`src/rtl/multdiv_pkg.sv`:
```
// multdiv_pkg: shared types and constants for the multdiv_seq multiply/divide
// sequencer and its datapath.
//   state_t  : FSM encoding IDLE -> RUN -> FIX -> DONE
//   op_t     : latched operation (OP_MULT / OP_DIV)
//   ITER_CNT : number of RUN iterations, CNT_W: iteration counter width
//   INT_MIN  : most negative 32-bit value, used for the INT_MIN / -1 check
package multdiv_pkg;

  typedef enum logic [1:0] {
    IDLE = 2'd0,
    RUN  = 2'd1,
    FIX  = 2'd2,
    DONE = 2'd3
  } state_t;

  typedef enum logic {
    OP_MULT = 1'b0,
    OP_DIV  = 1'b1
  } op_t;

  localparam int          ITER_CNT = 32;
  localparam int          CNT_W    = 5;
  localparam logic [31:0] INT_MIN  = 32'h8000_0000;

endpackage

```
`src/rtl/multdiv_datapath.sv`:
```
// multdiv_datapath: shared add/sub + shift datapath for multdiv_seq.
// Holds the 65-bit working register and one WIDTH+1 adder used by both
// algorithms.
//   MULT (radix-2 Booth): work = {acc[64:33], multiplier[32:1], q_minus1[0]}
//   DIV  (restoring)    : work = {remainder[64:32], quotient[31:0]}
// Ports:
//   clock, reset_n   : clock and synchronous active-low reset
//   load, load_op    : latch operands for a new operation of type load_op
//   op               : operation currently in progress
//   step             : perform one iteration
//   fix              : one-cycle quotient sign correction
//   operand_a/_b     : multiplicand/dividend, multiplier/divisor
//   prod_lo/prod_hi  : low/high halves of the Booth product
//   quotient         : signed quotient after the fix cycle
module multdiv_datapath
  import multdiv_pkg::*;
#(
  parameter int WIDTH = 32
) (
  input  logic             clock,
  input  logic             reset_n,
  input  logic             load,
  input  op_t              load_op,
  input  op_t              op,
  input  logic             step,
  input  logic             fix,
  input  logic [WIDTH-1:0] operand_a,
  input  logic [WIDTH-1:0] operand_b,
  output logic [WIDTH-1:0] prod_lo,
  output logic [WIDTH-1:0] prod_hi,
  output logic [WIDTH-1:0] quotient
);

  localparam int WW = 2 * WIDTH + 1;

  logic [WW-1:0]    work_reg, work_next;
  logic [WIDTH-1:0] mcand_reg;  // multiplicand (MULT) or |divisor| (DIV)
  logic             neg_reg;    // quotient must be negated in FIX
  logic [WIDTH-1:0] mag_a, mag_b;
  logic [WIDTH:0]   add_a, add_b, add_sum;
  logic             add_sub;

  // Magnitudes; |INT_MIN| stays 0x8000_0000, which is correct as unsigned.
  assign mag_a = operand_a[WIDTH-1] ? (~operand_a + WIDTH'(1)) : operand_a;
  assign mag_b = operand_b[WIDTH-1] ? (~operand_b + WIDTH'(1)) : operand_b;

  // Shared adder. The Booth accumulator is sign-extended to WIDTH+1 bits so
  // acc +/- INT_MIN cannot wrap before the arithmetic shift.
  always_comb begin
    add_a   = {work_reg[WW-1], work_reg[WW-1:WIDTH+1]};
    add_b   = {mcand_reg[WIDTH-1], mcand_reg};
    add_sub = (work_reg[1:0] == 2'b10);
    if (fix) begin
      // 0 - quotient
      add_a   = '0;
      add_b   = {1'b0, work_reg[WIDTH-1:0]};
      add_sub = 1'b1;
    end else if (op == OP_DIV) begin
      // Trial subtract of the divisor from the left-shifted remainder.
      add_a   = work_reg[2*WIDTH-1:WIDTH-1];
      add_b   = {1'b0, mcand_reg};
      add_sub = 1'b1;
    end
    add_sum = add_sub ? (add_a - add_b) : (add_a + add_b);
  end

  always_comb begin
    work_next = work_reg;
    if (load) begin
      if (load_op == OP_MULT) begin
        work_next = {{WIDTH{1'b0}}, operand_b, 1'b0};
      end else begin
        work_next = {{(WIDTH+1){1'b0}}, mag_a};
      end
    end else if (step) begin
      if (op == OP_MULT) begin
        // Booth pair 01 adds, 10 subtracts; the 33-bit sum supplies the
        // sign fill for the right shift.
        if (work_reg[1] != work_reg[0]) begin
          work_next = {add_sum, work_reg[WIDTH:1]};
        end else begin
          work_next = {work_reg[WW-1], work_reg[WW-1:1]};
        end
      end else begin
        // Negative difference means restore (keep the shifted remainder).
        if (!add_sum[WIDTH]) begin
          work_next = {add_sum, work_reg[WIDTH-2:0], 1'b1};
        end else begin
          work_next = {add_a, work_reg[WIDTH-2:0], 1'b0};
        end
      end
    end else if (fix) begin
      if (op == OP_DIV && neg_reg) begin
        work_next[WIDTH-1:0] = add_sum[WIDTH-1:0];
      end
    end
  end

  always_ff @(posedge clock) begin
    if (!reset_n) begin
      work_reg  <= '0;
      mcand_reg <= '0;
      neg_reg   <= 1'b0;
    end else begin
      work_reg <= work_next;
      if (load) begin
        mcand_reg <= (load_op == OP_MULT) ? operand_a : mag_b;
        neg_reg   <= operand_a[WIDTH-1] ^ operand_b[WIDTH-1];
      end
    end
  end

  assign prod_lo  = work_reg[WIDTH:1];
  assign prod_hi  = work_reg[WW-1:WIDTH+1];
  assign quotient = work_reg[WIDTH-1:0];

endmodule

```
`src/rtl/multdiv_seq.sv`:
```
// multdiv_seq: multi-cycle signed multiply/divide sequencer.
// A start pulse latches operands; RUN iterates 32 cycles, FIX applies the
// quotient sign, DONE registers the result and strobes data_resultRDY.
// A new start while busy aborts and restarts; MULT wins if both pulse.
// Ports:
//   clock, reset_n          : clock, synchronous active-low reset
//   data_operandA/B         : operands, sampled only on the start edge
//   ctrl_MULT, ctrl_DIV     : one-cycle start pulses
//   data_result             : low product word or quotient (held until next DONE)
//   data_exception          : mult overflow, div by zero, or INT_MIN / -1
//   data_resultRDY          : one-cycle completion strobe
//   busy                    : start edge through the RDY cycle inclusive
// Build option: MULTDIV_DIVZERO_FAST_EN makes a divide by zero jump straight
// to DONE from the start edge.
module multdiv_seq
  import multdiv_pkg::*;
#(
  parameter int WIDTH = 32
) (
  input  logic             clock,
  input  logic             reset_n,
  input  logic [WIDTH-1:0] data_operandA,
  input  logic [WIDTH-1:0] data_operandB,
  input  logic             ctrl_MULT,
  input  logic             ctrl_DIV,
  output logic [WIDTH-1:0] data_result,
  output logic             data_exception,
  output logic             data_resultRDY,
  output logic             busy
);

  state_t           state_reg, state_next;
  logic [CNT_W-1:0] cnt_reg;
  op_t              op_reg, start_op;
  logic             start, b_zero;
  logic             div_zero_reg, div_ovf_reg;
  logic [WIDTH-1:0] result_reg;
  logic             exc_reg, rdy_reg;
  logic             step, fix, done;
  logic             mult_ovf;
  logic [WIDTH-1:0] prod_lo, prod_hi, quotient;

  assign start    = ctrl_MULT | ctrl_DIV;
  assign start_op = ctrl_MULT ? OP_MULT : OP_DIV;
  assign b_zero   = (data_operandB == '0);
  assign mult_ovf = (prod_hi != {WIDTH{prod_lo[WIDTH-1]}});

  // State register
  always_ff @(posedge clock) begin
    if (!reset_n) state_reg <= IDLE;
    else          state_reg <= state_next;
  end

  // Next-state logic; a start from any state restarts the sequence.
  always_comb begin
    state_next = state_reg;
    if (start) begin
`ifdef MULTDIV_DIVZERO_FAST_EN
      state_next = (start_op == OP_DIV && b_zero) ? DONE : RUN;
`else
      state_next = RUN;
`endif
    end else begin
      case (state_reg)
        IDLE:    state_next = IDLE;
        RUN:     if (cnt_reg == CNT_W'(ITER_CNT - 1)) state_next = FIX;
        FIX:     state_next = DONE;
        DONE:    state_next = IDLE;
        default: state_next = IDLE;
      endcase
    end
  end

  // Output / strobe logic; a start on the same edge suppresses the old op.
  always_comb begin
    step = (state_reg == RUN)  && !start;
    fix  = (state_reg == FIX)  && !start;
    done = (state_reg == DONE) && !start;
    busy = (state_reg != IDLE) || rdy_reg;
  end

  always_ff @(posedge clock) begin
    if (!reset_n) begin
      cnt_reg      <= '0;
      op_reg       <= OP_MULT;
      div_zero_reg <= 1'b0;
      div_ovf_reg  <= 1'b0;
      result_reg   <= '0;
      exc_reg      <= 1'b0;
      rdy_reg      <= 1'b0;
    end else begin
      rdy_reg <= 1'b0;
      if (start) begin
        cnt_reg      <= '0;
        op_reg       <= start_op;
        div_zero_reg <= b_zero;
        div_ovf_reg  <= (data_operandA == INT_MIN) && (data_operandB == '1);
      end else if (step) begin
        cnt_reg <= cnt_reg + CNT_W'(1);
      end
      if (done) begin
        rdy_reg <= 1'b1;
        if (op_reg == OP_MULT) begin
          result_reg <= prod_lo;
          exc_reg    <= mult_ovf;
        end else begin
          // Restoring division by zero yields all ones; force the defined 0.
          result_reg <= div_zero_reg ? '0 : quotient;
          exc_reg    <= div_zero_reg | div_ovf_reg;
        end
      end
    end
  end

  multdiv_datapath #(.WIDTH(WIDTH)) u_datapath (
    .clock     (clock),
    .reset_n   (reset_n),
    .load      (start),
    .load_op   (start_op),
    .op        (op_reg),
    .step      (step),
    .fix       (fix),
    .operand_a (data_operandA),
    .operand_b (data_operandB),
    .prod_lo   (prod_lo),
    .prod_hi   (prod_hi),
    .quotient  (quotient)
  );

  assign data_result    = result_reg;
  assign data_exception = exc_reg;
  assign data_resultRDY = rdy_reg;

endmodule

```
`config.mk`:
```
export PLATFORM = sky130hd
export DESIGN_NAME = multdiv_seq
export DESIGN_NICKNAME = d
export VERILOG_FILES = /design/src/rtl/multdiv_pkg.sv /design/src/rtl/multdiv_datapath.sv /design/src/rtl/multdiv_seq.sv
export SDC_FILE = /design/constraint.sdc
export NUM_CORES = 1
export LEC_CHECK = 0
export CORE_MARGIN = 2
export CORE_UTILIZATION = 24
export CTS_BUF_LIST = sky130_fd_sc_hd__clkbuf_4 sky130_fd_sc_hd__clkbuf_8
export DETAILED_ROUTE_END_ITERATION = 6
export DONT_BUFFER_PORTS = 1
export SYNTH_ARGS = -nofsm -noshare
export SYNTH_HDL_FRONTEND = slang
export SYNTH_SLANG_ARGS = --single-unit
```
`constraint.sdc`:
```
create_clock -name clock -period 16.4 [get_ports clock]
set_clock_uncertainty 0.1 [all_clocks]
set_input_delay 3.28 -clock clock [delete_from_list [all_inputs] [get_ports clock]]
set_output_delay 3.28 -clock clock [all_outputs]
set_load 0.02 [all_outputs]
```
Word-level counts from Yosys, hierarchy flattened

Cells that the tools add are included.
Widths: inputs -> output; s select.

Flip-flop bits (word level): 142
Input port bits: 68
Output and inout port bits: 35
Word-level logic and storage cells: 81

Add/subtract/negate cells: 5
Eq/ne operators: 11
Mux-type cells: 27
Bitwise operators: 6
Reductions and logical operators: 18

Operators by type and width:

| operator              | count |
|---|---|
| $mux 65               | 4 |
| $mux 32               | 8 |
| $mux 33               | 7 |
| $add 32x1->32 const B | 2 |
| $eq 32x32->1 const B  | 2 |
| $not 32->32           | 2 |
| $add 33x33->33        | 1 |
| $sub 33x33->33        | 1 |
| $logic_not 32->1      | 1 |
| $ne 32x32->1          | 1 |
| $reduce_bool 3->1     | 3 |
| $eq 2x2->1 const B    | 3 |
| $mux 1                | 6 |
| $pmux 2 s3            | 1 |
| $add 5x1->5 const B   | 1 |
| $eq 5x5->1 const B    | 1 |
| $logic_and 1x1->1     | 5 |
| $reduce_and 2->1      | 2 |
| $reduce_bool 2->1     | 2 |
| $reduce_or 2->1       | 2 |
| $ne 3x3->1 const B    | 1 |
| $eq 2x1->1 const B    | 1 |
| $logic_not 2->1       | 1 |
| $mux 2                | 1 |
| other kinds (7)       | 8 |

Logic depth before layout (Yosys ltp)

Gate-level depths: netlist (run 1).

Word-level depth: 10
Mapped depth: 30
Depth with buffers taken out: 25

Cells and area by module

Synthesis (run 1) repeated with hierarchy kept, for this count alone.

Cell total of the unflattened synthesis: 1779
Area total of the unflattened synthesis: 13265.2 µm²

Modules (own cells, without submodules):

| module           | instances | cells each | area each (µm²) | sequential area each (µm²) |
|---|---|---|---|---|
| multdiv_datapath | 1         | 1478       | 10787.8         | 1961.9 |
| multdiv_seq      | 1         | 301        | 2477.4          | 880.8 |

Worst setup path after synthesis (run 1)

No wires, ideal clock.

Path kind: input -> register
Start point: input port ctrl_MULT
End point: register u_datapath.work_reg[60]
Library setup time: 0.119 ns
Data arrival time: 9.609 ns
Required time: 16.181 ns
Slack: 6.572 ns
Stages on the path: 27
Buffers on the path: 6
Cell sequence: clkbuf_1 > nor3b_2 > clkbuf_1 > clkbuf_1 > mux2i_1 > ha_1 > or3b_1 > or3_1 > a2111oi_0 > and2_1 > nor2_1 > xnor2_1 > nor2_1 > a21oi_1 > ha_1 > clkbuf_1 > nand3_1 > nor4_1 > nand3_1 > a211oi_1 > o31ai_1 > a21o_1 > clkbuf_1 > nand2_1 > clkbuf_1 > nor3_1 > o221a_2

Cells in the longest elaborated chain, start to end: 10
Elaborated cells on any way between the ends: 16
Classes of those cells: add/sub (2); mux (9); bitwise (1); reduce/logical (4)

RTL lines:

| element                                                 | line                                           | text |
|---|---|---|
| start: declaration                                      | multdiv_seq.sv:24                              | `input logic ctrl_MULT,` |
| $or 1x1->1 (*)                                          | multdiv_seq.sv:43                              | `assign start = ctrl_MULT \| ctrl_DIV;` |
| $logic_not 1->1                                         | multdiv_seq.sv:76, multdiv_seq.sv:77           |  |
| $logic_and 1x1->1                                       | multdiv_seq.sv:77                              | `fix = (state_reg == FIX) && !start;` |
| $mux 33                                                 | multdiv_datapath.sv:53                         | `if (fix) begin` |
| $add 33x33->33 / $sub 33x33->33 (equally long branches) | multdiv_datapath.sv:64                         | `add_sum = add_sub ? (add_a - add_b) : (add_a + add_b);` |
| $mux 33                                                 | multdiv_datapath.sv:64                         |  |
| $mux 65 (on tied branches)                              | multdiv_datapath.sv:79, multdiv_datapath.sv:86 |  |
| $mux 65                                                 | multdiv_datapath.sv:76                         | `if (op == OP_MULT) begin` |
| $mux 33                                                 | multdiv_datapath.sv:75                         | `end else if (step) begin` |
| $mux 65                                                 | multdiv_datapath.sv:69                         | `if (load) begin` |
| end signal: assignment                                  | multdiv_datapath.sv:105                        | `work_reg <= work_next;` |
| end: declaration                                        | multdiv_datapath.sv:36                         | `logic [WW-1:0] work_reg, work_next;` |

Mark *: on every way between the ends. The rest lies on a longest branch, timed or not. The select of a mux whose other input is x is not followed.
A chain may end at the register's enable or synchronous reset.

Final worst setup path (run 1)

Start point: input port ctrl_MULT
End point: register u_datapath.work_reg[63]

The elaborated chain is that of the path after synthesis.

==> summary.txt, run 1 <==
STA
  – RSZ-0062 raised after global routing: no
  – Max Fclk: 0.09320 GHz
  – Final Setup Violations: 0
  – TNS Setup: 0 ns
  – Hold Vio Cnt, Final: 0
  – Slew Limit Headroom: 11.34%
  – Min Tclk post-route: 10.73 ns
  – Max Transition Viols Final: 0
  – Period Utilization, post-route: 65.43%
  – Worst slew pin tran: 1.296 ns

Clock network
  – CTS resizes: 0
  – Clk buf depth: 2
  – CTS tree: built
  – Total CTS buffers: 17
  – H-Tree Depth: 4
  – Hold Buf Count CTS: 0
  – Clk Latency, worst-skew pair: about 0.5 ns
  – Reg clk slew, reported paths: approximately 0.080 ns
  – Clk root buf: clkbuf_8
  – Total setup buffers inserted after CTS: 0
  – CTS Sinks: 142

Critical path
  – Crit-path most repeated cell: nand3_1
  – CP peak stage delay: approximately 0.97 ns
  – RR Endpoint: u_datapath.work_reg[63]
  – CP bufs+invs: 0
  – Worst setup SP type: primary input
  – Reg2reg path depth: 24
  – Crit path cell chain: or3b_1 > nand2_1 > a21boi_0 > ha_1 > or3b_1 > or3_1 > a2111oi_0 > and2_1 > a21oi_1 > xnor2_1 > nor2_1 > a21oi_1 > ha_1 > nand3_1 > nor4_1 > nand3_1 > a211oi_1 > o31ai_1 > nand3_1 > and2_1 > o221ai_1 > o221a_2
  – CP delay by family, top: simple AND/OR/NAND/NOR gates
  – CP max stage cell: a2111oi_0
  – R2r startpoint: state_reg[0]
  – Element type at the critical path end: flip-flop
  – CP max FO: 98
  – R2r setup slk: 7.80 ns
  – Worst setup path category: in2reg
  – Worst path required time: 16.69 ns
  – CP Data Arrival Time: 11.02 ns

Yosys
  – Seq/Total Area, Yosys: 22.85%
  – Post-synth ARST share: 0%
  – Post-Syn Nets: 1,832
  – EDFF count, synth: 0
  – Ys flop type: dfxtp_1
  – Yosys reg bits: 142
  – Synth warnings: 0
  – Synthesized area per cell: 7.238 sq um
  – Cells after Synth: 1,719
  – Netlist Area Pre-Place: 0.01244 sq mm
  – Synth unique cells: 78

Min path
  – Worst Hold End: cnt_reg[4]
  – Worst min path class: reg2reg
  – Min-delay src: cnt_reg[4]
  – Hold path depth: 2

Floorplanning
  – DIE AREA: ~0.054 sq mm
  – Initial core utilization: between 20% and 30%
  – Num rows: 83
  – Die X: 231.7 microns
  – Die Y: roughly 230 microns
  – I/O pin cnt: 103
  – Core ar.: 0.05130 sq mm

Detailed routing
  – Remaining antenna violation count: 0
  – Vias: approximately 13,000
  – WL/cell: approximately 22 microns
  – Drt total wl: 51,840 microns
  – First-pass detailed-route iteration total: 7
  – Via density: 5.821
  – 1st-iter DRT viols: 1,763
  – DRC viols: 14

Cells and area
  – Reg area: 0.002846 sq mm
  – Antenna diode count: 0
  – Max reg flops: 65
  – Final nets: 1,730
  – Area delta synth->final: 7.582%
  – Share of layout cells above drive strength 1: 5.399%
  – Filler cells: 5,678
  – Multi-input gate area: 0.009022 sq mm

Global routing
  – Number of global-route vias before repair: 12,290
  – Initial antenna violation count: 0
  – First-pass GRT wire length: around 80,000 microns
  – Largest net degree at the start of global routing: 106
  – Remaining Overflow, GRT: 0
  – Total GRT Usage: 18.78%

Run status
  – Failing checks: DRC
  – Outcome: complete, but fails checks

Power and ir drop
  – Max IR drop VDD: 0.05068 mV
  – Leakage: 4.749 nW
  – Total Power: between 1 and 1.5 mW
  – PD cells: 87.69 mW/mm^2

Place
  – Final Wtd Congestion: 0.9447
  – DP Wirelength: about 38,000 microns
  – Number of port buffers: 0

Job
  – MaxCap Viol Count: 0
-- how the worst max path moves through the flow --
| stage | startpoint | endpoint | slack, ns | cells after the start |
|---|---|---|---|---|
| floorplan | ctrl_MULT | u_datapath.work_reg[60] | 6.57 | 27 |
| global placement | ctrl_MULT | u_datapath.work_reg[63] | 5.55 | 23 |
| detailed placement | ctrl_MULT | u_datapath.work_reg[63] | 5.43 | 22 |
| CTS | ctrl_MULT | u_datapath.work_reg[63] | 5.91 | 22 |
| global route | ctrl_MULT | u_datapath.work_reg[63] | 5.10 | 22 |
| finish | ctrl_MULT | u_datapath.work_reg[63] | 5.67 | 22 |
-- cells in the final DEF (no fill, tap or decap), types with 47 or more instances in the layout --
cell,synthesis,routed
a31oi_1,49,49
o21ai_0,147,147
a21oi_1,188,188
dfxtp_1,142,141
nand3_1,47,47
nand2_1,124,124
xor2_1,59,59
mux2i_1,51,51
nor2_1,177,176
xnor2_1,53,53
-- synth_stat cells, types with 8 or more instances --
library cell  number  area share (%)
o211a_1            8            0.64
inv_1             21            0.63
nand2b_1          33             1.7
xor2_1            59             4.2
a31oi_1           49             2.5
o21a_1             8            0.48
xnor2_1           53             3.7
a211oi_1          41             2.5
nand3_1           47             1.9
dfxtp_1          142              23
buf_1             22            0.66
and2_1            14            0.70
or4_1             12            0.72
nand4_1           22             1.1
nor3_1            41             1.6
a221o_1            9            0.72
mux2i_1           51             4.1
a21oi_1          188             7.6
nor2_1           177             5.3
o21ai_0          147             5.9
clkbuf_1         112             3.4
a221oi_1          31             2.2
o41ai_1            9            0.63
nor4_1            20             1.0
ha_1              44             4.4
o221ai_1           8            0.56
nor2b_1           27             1.4
or3_1             21             1.1
and3_1            14            0.70
nand2_1          124             3.7
o31ai_1           18             1.1
a21o_1            16            0.97
a2111oi_0         11            0.77
o21ai_1           15            0.60
-- where the power goes --
group	internal [mW]	switching (mW)	leakage, nW	total [mW]
clock	0.178	0.164	0.227	0.342
sequential	0.365	0.0409	1.16	0.406
combinational	0.151	0.275	3.36	0.426
total	0.693	0.480	4.75	1.17
-- routing by layer --
metal  wire (microns)  GRT usage [%]  vias up
met5                0              0        -
met4             1905          7.512        0
met3             5609          4.146       95
met2            22560          28.58      747
met1            21770          25.58     6378
li1                 -              -     6226
-- tightest hold or removal path, delay by kind of cell, from the launching register on --
kind | cells | cell delay (ns)
DFF | 1 | 0.34
and+or+nand+nor | 1 | 0.07
muxes | 1 | 0.07
-- area by class of cell --
type / count / area share [%]
clock inverter: 13 / 1.505
inverter: 22 / 0.6169
sequential: 142 / 21.27
tap: 680 / 6.356
clock buffer: 19 / 1.954
multi-input combinational: 1418 / 67.41
timing repair buffer: 16 / 0.8974
-- logic make-up (layout without fill, tap and decap cells) --
group / after synthesis / in the layout / synth area share (%)
fa+ha+maj: 45 / 45 / 4.586
xor+xnor: 112 / 112 / 7.884
simple gates: 579 / 579 / 22.95
mux: 57 / 57 / 4.646
compound gates: 625 / 625 / 32.21
flops: 142 / 142 / 22.85
buf+inv: 159 / 70 / 4.877
-- metrics by stage --
step / setup slack [ns] / instances / hold WS [ns] / area (sq um) / utilization [%]
2_1_floorplan: 6.572 / 1719 / 0.3378 / 12440 / -
3_3_place_gp: 5.551 / 2278 / 0.3838 / 12920 / 25.19
3_5_place_dp: 5.429 / 2278 / 0.3939 / 12920 / 25.19
4_1_cts: 5.911 / 2310 / 0.4089 / 13390 / 26.09
5_1_grt: 5.095 / 2310 / 0.4404 / 13390 / 26.09
6_report: 5.670 / 2310 / 0.4107 / 13390 / 26.09
Power figures use the tool's default switching activity.
==> run 2, diff against run 1 <==
clock period = 9 ns   (was 16.4 ns; I/O delays follow)
==> run 2 against run 1 <==
Combinational power rose by 83%; register-to-register slack got worse by 6.4 ns; critical endpoint is now u_datapath.work_reg[34]; die area did not move; sequential power rose by 83%; first-iteration DRC count fell by 20%; worst setup slack got worse by 4.9 ns; final cell count rose by 0.22%; clock power rose by 88%; global-route usage rose by 0.076 points; non-clock buffer count rose by 6; largest cell class unchanged; utilization rose by 0.11 points; the flow now finishes without violations; clock-buffer cell count rose by 3.
==> summary.txt, run 2 (synthesis gave the netlist of run 1 again) <==
Run status
  – Outcome: finished, final reports clean

Critical path
  – Worst path required time: 9.28 ns (-7.41 ns)
  – Worst setup SP type: primary input
  – Reg2reg path depth: 26 (+8.3%)
  – R2r setup slk: 1.41 ns (-6.39 ns)
  – CP Data Arrival Time: 8.53 ns (-2.49 ns)
  – CP max FO: 98 (unchanged)
  – Element type at the critical path end: flip-flop
  – Worst setup path category: in2reg

Clock network
  – Clk buf depth: 2 (unchanged)
  – Total CTS buffers: 17 (unchanged)
  – H-Tree Depth: 4 (unchanged)
  – CTS Sinks: 142 (unchanged)
  – Total setup buffers inserted after CTS: 0 (unchanged)
  – Clk root buf: clkbuf_8
  – Hold Buf Count CTS: 0 (unchanged)
  – Clk Latency, worst-skew pair: 0.49 ns (-0.02 ns)
  – CTS tree: built
  – Reg clk slew, reported paths: 0.10 ns (+0.02 ns)
  – CTS resizes: 0 (unchanged)

STA
  – TNS Setup: 0 ns (unchanged)
  – Worst slew pin tran: 1.235 ns (-0.06166 ns)
  – Worst Slack Setup Final: 0.7520 ns (-4.918 ns)
  – Max Transition Viols Final: 0 (unchanged)
  – Slew Limit Headroom: 17.31% (+6.0 points)
  – Hold Vio Cnt, Final: 0 (unchanged)
  – Final Setup Violations: 0 (unchanged)
  – RSZ-0062 raised after global routing: no
  – Period Utilization, post-route: 91.64%
  – Min Tclk post-route: 8.248 ns
  – Max Fclk: 0.1212 GHz

Power and ir drop
  – Pint: 1.304 mW (+88%)
  – Logic pwr share: 36.1% (-0.2 points)
  – Clock share of power: 29.7% (+0.6 points)
  – Switching Share: 39.77% (-1.2 points)
  – PD cells: 161.1 mW/mm^2 (+84%)
  – NetSw: 0.8613 mW (+79%)
  – Reg power frac: 34.2% (-0.4 points)
  – Leakage: 4.789 nW (+0.86%)
  – Max IR drop VDD: 0.09838 mV (+94%)
  – Total Power: 2.166 mW (+85%)

Place
  – DP Wirelength: 38,760 microns (+0.92%)
  – Placement Setup Slack: 0.4651 ns (-4.964 ns)
  – Number of port buffers: 0 (unchanged)
  – Final Wtd Congestion: 0.9556 (+1.2%)

Detailed routing
  – Vias: 13,510 (+0.48%)
  – Drt total wl: 51,780 microns (-0.12%)
  – WL/cell: 22.37 microns (-0.34%)
  – DRC viols: 0 (-14)
  – 1st-iter DRT viols: 1,411 (-20%)
  – Via density: 5.836 (+0.27%)
  – Remaining antenna violation count: 0 (unchanged)
  – First-pass detailed-route iteration total: 6 (-1)

Global routing
  – Initial antenna violation count: 2 (+2)
  – Grt peak-use layer: met2
  – Largest net degree at the start of global routing: 106 (unchanged)
  – Routing usage on met1: 25.97% (+0.39 points)
  – Total GRT Usage: 18.86% (+0.076 points)
  – Grt met3 use: 4.380% (+0.23 points)
  – Remaining Overflow, GRT: 0 (unchanged)
  – Met2 Usage GRT: 28.58% (unchanged)
  – First-pass GRT wire length: 78,000 microns (+0.15%)
  – Number of global-route vias before repair: 12,300 (+0.033%)

Floorplanning
  – Die X: 231.7 microns (unchanged)
  – Num rows: 83 (unchanged)
  – Die Y: 231.7 microns (unchanged)
  – Core ar.: 0.05130 sq mm (unchanged)
  – Initial core utilization: 24.25% (unchanged)
  – DIE AREA: 0.05368 sq mm (unchanged)
  – I/O pin cnt: 103 (unchanged)

Cells and area
  – Antenna diode count: 0 (unchanged)
  – Commonest non-fill, non-tap cell in the layout: a21oi_1
  – Area delta synth->final: 8.055%
  – Commonest non-fill, non-tap cells in the layout: 188 x a21oi_1, 176 x nor2_1, 147 x o21ai_0
  – Max reg flops: 65 (unchanged)
  – Final nets: 1,736 (+0.35%)
  – Share of layout cells above drive strength 1: 5.688% (+0.29 points)

Min path
  – Worst min path class: reg2reg
  – Hold path depth: 2 (unchanged)

Job
  – MaxCap Viol Count: 0 (unchanged)
[run 2: power by group through the flow]
stage	Combinational, mW	Clock, mW	Sequential, mW
2_1_floorplan	0.559	0	0.718
3_3_place_gp	0.751	0	0.751
3_5_place_dp	0.754	0	0.752
4_1_cts	0.760	0.649	0.737
5_1_grt	0.842	0.675	0.746
6_report	0.781	0.643	0.742
[run 2: path summary, 6_finish.rpt]
check,startpoint,end
hold / removal,cnt_reg[4],cnt_reg[4]
hold reg to reg,cnt_reg[4],cnt_reg[4]
setup reg to reg,state_reg[0],u_datapath.work_reg[34]
setup / recovery,ctrl_MULT,u_datapath.work_reg[34]
[run 2: layout make-up]
type | instances | area [sq um]
clock buffers | 22 | 296.5
flip-flops and latches | 142 | 2846
multi-input cells | 1418 | 9022
clock inverters | 9 | 180.2
inverters | 22 | 82.58
well taps | 680 | 850.8
repair buffers | 22 | 165.2
fillers | 5757 | 37860
[run 2: worst max-delay path, stage by stage]
cell	delay (ns)
or3b_1	0.39
nand2_1	0.09
a21boi_0	0.28
ha_1	0.30
or3b_1	0.41
or3_1	0.36
a2111oi_0	0.45
buf_4	0.21
and2_1	0.22
a21oi_1	0.11
xnor2_1	0.18
nor2_1	0.07
a21oi_1	0.34
ha_1	0.37
nand3_1	0.25
nor4_1	0.41
nand3_1	0.12
a211oi_1	0.40
o31ai_1	0.15
nand3_1	0.37
and2_1	0.62
buf_4	0.31
mux2i_1	0.21
a21oi_1	0.08
[run 2: stage by stage]
stage | std cells | area (sq um) | hold WS [ns] | util [%]
2_1_floorplan | 1719 | 12440 | 0.3378 | -
3_3_place_gp | 2284 | 12970 | 0.3867 | 25.28
3_5_place_dp | 2284 | 12970 | 0.3956 | 25.28
4_1_cts | 2315 | 13440 | 0.4140 | 26.21
5_1_grt | 2315 | 13440 | 0.4497 | 26.21
6_report | 2315 | 13440 | 0.4067 | 26.21
[run 2: per-layer routing]
layer  share of wire [%]  vias up
met5                   0        -
met4                 3.4        0
met3                  10       81
met2                  44      730
met1                  43     6467
li1                    -     6233
==> run 3, diff against run 2 <==
GPL_ROUTABILITY_DRIVEN = 0   (was not set)
GPL_TIMING_DRIVEN = 0   (was not set)
SYNTH_HIERARCHICAL = 1   (was not set)
==> run 3 against run 2 <==
The run now ends with DRC left; fmax decreased by 5.0%; global-route usage increased by 0.37 points; worst setup slack got worse by 0.43 ns; critical path depth increased by 2; sequential share of layout area decreased by 1.7 points; total power decreased by 7.0%; utilization increased by 0.42 points; clock power decreased by 6.2%; hold slack improved by 0.015 ns; largest cell class unchanged.
==> summary.txt, run 3 <==
Yosys
  – Main combinational cell family by area after synthesis: compound AO/OA/AOI/OAI gates
  – Top post-synthesis cells by area: dfxtp_1 21%, mux2i_1 7.2%, a21oi_1 6.9%, o21ai_0 4.9%, nand2_1 4.6%
  – Post-synth top area cell: dfxtp_1
  – Post-Synth Simple-Gate Area: 23.14% (+0.19 points)
  – Commonest cells in the netlist: 183 x a21oi_1, 163 x nand2_1, 163 x nor2_1, 142 x dfxtp_1, 129 x o21ai_0
  – Yosys reg bits: 142 (unchanged)
  – Seq/Total Area, Yosys: 21.43% (-1.4 points)
  – Cells after Synth: 1,779 (+3.5%)
  – Share of the synthesized area in the top cell type: 21.43% (-1.4 points)
  – Post-synthesis mux area share: 7.668% (+3.0 points)
  – Compound-cell area share of the yosys netlist: 29.25% (-3.0 points)
  – EDFF count, synth: 0 (unchanged)
  – Post-synth ARST share: 0% (unchanged)
  – Synthesized area per cell: 7.457 sq um (+3.0%)
  – Post-Syn Nets: 1,890 (+3.2%)
  – XOR/XNOR Fraction of Synth Area: 7.593% (-0.29 points)
  – Synth warnings: 6 (+6)
  – Netlist Area Pre-Place: 0.01327 sq mm (+6.6%)
  – Ys flop type: dfxtp_1
  – Post-Synth Adder-Cell Area: 4.112% (-0.47 points)
  – Synth unique cells: 91 (+17%)
  – Count leader, synth: a21oi_1

Cells and area
  – Commonest non-fill, non-tap cell in the layout: a21oi_1
  – Area delta synth->final: 10.13%
  – Cell Count, Final, Fillers Out: 2,513 (+8.6%)
  – Share of layout cells above drive strength 1: 7.076% (+1.4 points)
  – Antenna diode count: 0 (unchanged)
  – Max reg flops: 65 (unchanged)
  – Commonest non-fill, non-tap cells in the layout: 183 x a21oi_1, 163 x nor2_1, 163 x nand2_1
  – Final nets: 1,907 (+9.9%)

Job
  – MaxCap Viol Count: 0 (unchanged)

Place
  – DP Wirelength: 44,450 microns (+15%)
  – # placed instances: 2,483 (+8.7%)
  – Number of port buffers: 0 (unchanged)

Floorplanning
  – Die X: 239.1 microns (+3.2%)
  – Num rows: 86 (+3.6%)
  – Initial core utilization: 24.17% (-0.080 points)
  – I/O pin cnt: 103 (unchanged)
  – Die Y: 239.1 microns (+3.2%)
  – DIE AREA: 0.05717 sq mm (+6.5%)
  – Core ar.: 0.05488 sq mm (+7.0%)

Power and ir drop
  – Leakage: 5.796 nW (+21%)
  – Max IR drop VDD: 0.08139 mV (-17%)
  – PD cells: 137.8 mW/mm^2 (-14%)

Global routing
  – Total GRT Usage: 19.23% (+0.37 points)
  – Number of global-route vias before repair: 13,890 (+13%)
  – First-pass GRT wire length: 84,410 microns (+8.2%)
  – Remaining Overflow, GRT: 0 (unchanged)
  – Initial antenna violation count: 0 (-2)
  – Largest net degree at the start of global routing: 20 (-81%)

Critical path
  – Crit-path most repeated cell: nor2_1
  – CP max stage cell: o41ai_1
  – CP bufs+invs: 5 (+3)
  – CP peak stage delay: 1.12 ns (+0.50 ns)
  – CP Data Arrival Time: 8.96 ns (+0.43 ns)
  – Reg2reg path depth: 26 (unchanged)
  – CP max FO: 19 (-81%)
  – Worst setup SP type: primary input
  – Number of cells on the critical path: 26 (+8.3%)
  – Element type at the critical path end: flip-flop
  – Worst setup path category: in2reg
  – CP delay by family, top: compound AO/OA/AOI/OAI gates
  – Worst path required time: 9.28 ns (about the same)

Clock network
  – Reg clk slew, reported paths: 0.09 ns (about the same)
  – Clk buf depth: 2 (unchanged)
  – Clk root buf: clkbuf_8
  – Total setup buffers inserted after CTS: 0 (unchanged)
  – Hold Buf Count CTS: 0 (unchanged)
  – H-Tree Depth: 4 (unchanged)
  – Total CTS buffers: 17 (unchanged)
  – CTS Sinks: 142 (unchanged)
  – CTS tree: built
  – Clk Latency, worst-skew pair: 0.49 ns (about the same)

STA
  – Max Fclk: 0.1152 GHz (-5.0%)
  – Worst slew pin tran: 1.376 ns (+0.1410 ns)
  – Final Setup Violations: 0 (unchanged)
  – Slew Limit Headroom: 7.119% (-10 points)
  – Fin Hold WS: 0.4215 ns (+0.01479 ns)
  – Min Tclk post-route: 8.682 ns (+0.4342 ns)
  – RSZ-0062 raised after global routing: no
  – Max Transition Viols Final: 0 (unchanged)
  – Hold Vio Cnt, Final: 0 (unchanged)
  – Period Utilization, post-route: 96.47% (+4.8 points)

Run status
  – Failing checks: DRC
  – Outcome: complete, but fails checks

Detailed routing
  – Via density: 5.875 (+0.66%)
  – Remaining antenna violation count: 0 (unchanged)
  – DRC viols: 10 (+10)
  – Vias: 14,760 (+9.3%)
  – WL/cell: 22.58 microns (+0.96%)
  – First-pass detailed-route iteration total: 7 (+1)
  – Drt total wl: 56,740 microns (+9.6%)
  – 1st-iter DRT viols: 2,050 (+45%)

Min path
  – Hold path depth: 2 (unchanged)
  – Worst min path class: reg2reg
-- run 3: changes by cell type after synthesis, sizes merged, moves of 24 or more --
| cell | change |
|---|---|
| a31oi | -26 |
| buf | +37 |
| clkbuf | -27 |
| mux2i | +45 |
| nand2 | +39 |
| nand3 | -24 |
| nor2b | +39 |
| o211a | +35 |
| o21ai | -31 |
-- run 3: final cells by class --
class,instances,area (sq um)
Multi-Input combinational cell,1457,9534
Inverter,32,120.1
Clock buffer,20,269.0
Buffer,146,780.7
Fill cell,6071,40270
Sequential cell,142,2843
Tap cell,704,880.8
Clock inverter,12,181.4
-- run 3: final timing paths --
path,startpoint,endpoint,slack [ns]
worst max register to register,state_reg[0],u_datapath/work_reg[60],1.45
worst min register to register,cnt_reg[4],cnt_reg[4],0.42
worst min-delay path,cnt_reg[4],cnt_reg[4],0.42
worst max-delay path,ctrl_DIV,u_datapath/work_reg[60],0.32
-- run 3: metrics by stage --
stage / worst slack [ns] / cell area [sq um] / total power, mW / setup TNS (ns) / utilization [%]
2_1_floorplan: 1.141 / 13270 / 1.173 / 0 / -
3_3_place_gp: -1.526 / 14150 / 1.375 / -56.15 / 25.78
3_5_place_dp: -1.641 / 14150 / 1.384 / -62.63 / 25.78
4_1_cts: 0.1057 / 14600 / 1.983 / 0 / 26.61
5_1_grt: 0.1457 / 14610 / 2.093 / 0 / 26.62
6_report: 0.3178 / 14610 / 2.014 / 0 / 26.62
-- run 3: cells by family after synthesis --
family / after synthesis
adders and majority gates: 43
xor gates and xnor gates: 112
DFF: 142
buffers and inverters: 180
and+or+nand+nor: 614
AOI/OAI and AO/OA: 587
muxes: 101
-- run 3: routing by layer --
layer	track usage [%]	up-vias	share of wire, %
li1	-	6572	-
met1	23.85	6982	39
met4	10.08	0	5.9
met2	30.95	984	44
met5	0	-	0
met3	4.457	226	10
-- run 3: power breakdown --
| part | internal, mW | switching, mW |
|---|---|---|
| clock | 0.322 | 0.281 |
| sequential | 0.657 | 0.0743 |
| combinational | 0.246 | 0.433 |
| total | 1.23 | 0.788 |
-- run 3: repair_timing --
item	4_1_cts	5_1_grt
gates cloned	0	0
gates resized for setup	4	1
setup endpoints to repair	46	36
endpoints found under the hold margin	0	0
-- run 3: worst reg2reg max path, cell delays in order, from the launching register on --
cell	delay, ns
dfxtp_1	0.35
inv_1	0.08
ha_1	0.17
and2_1	0.17
buf_4	0.21
buf_6	0.22
buf_4	0.35
buf_2	0.36
mux2i_1	0.33
ha_1	0.27
o21ai_0	0.23
nor2_1	0.24
o21ai_0	0.14
nand2_1	0.10
xor2_1	0.16
nor2_1	0.05
a21oi_1	0.33
ha_1	0.35
o21ai_0	0.17
nor2_1	0.09
o41ai_2	0.44
o211ai_1	0.27
a31oi_1	0.54
nor2_1	0.10
o41ai_1	1.12
o21ai_0	0.22
a32o_1	0.30
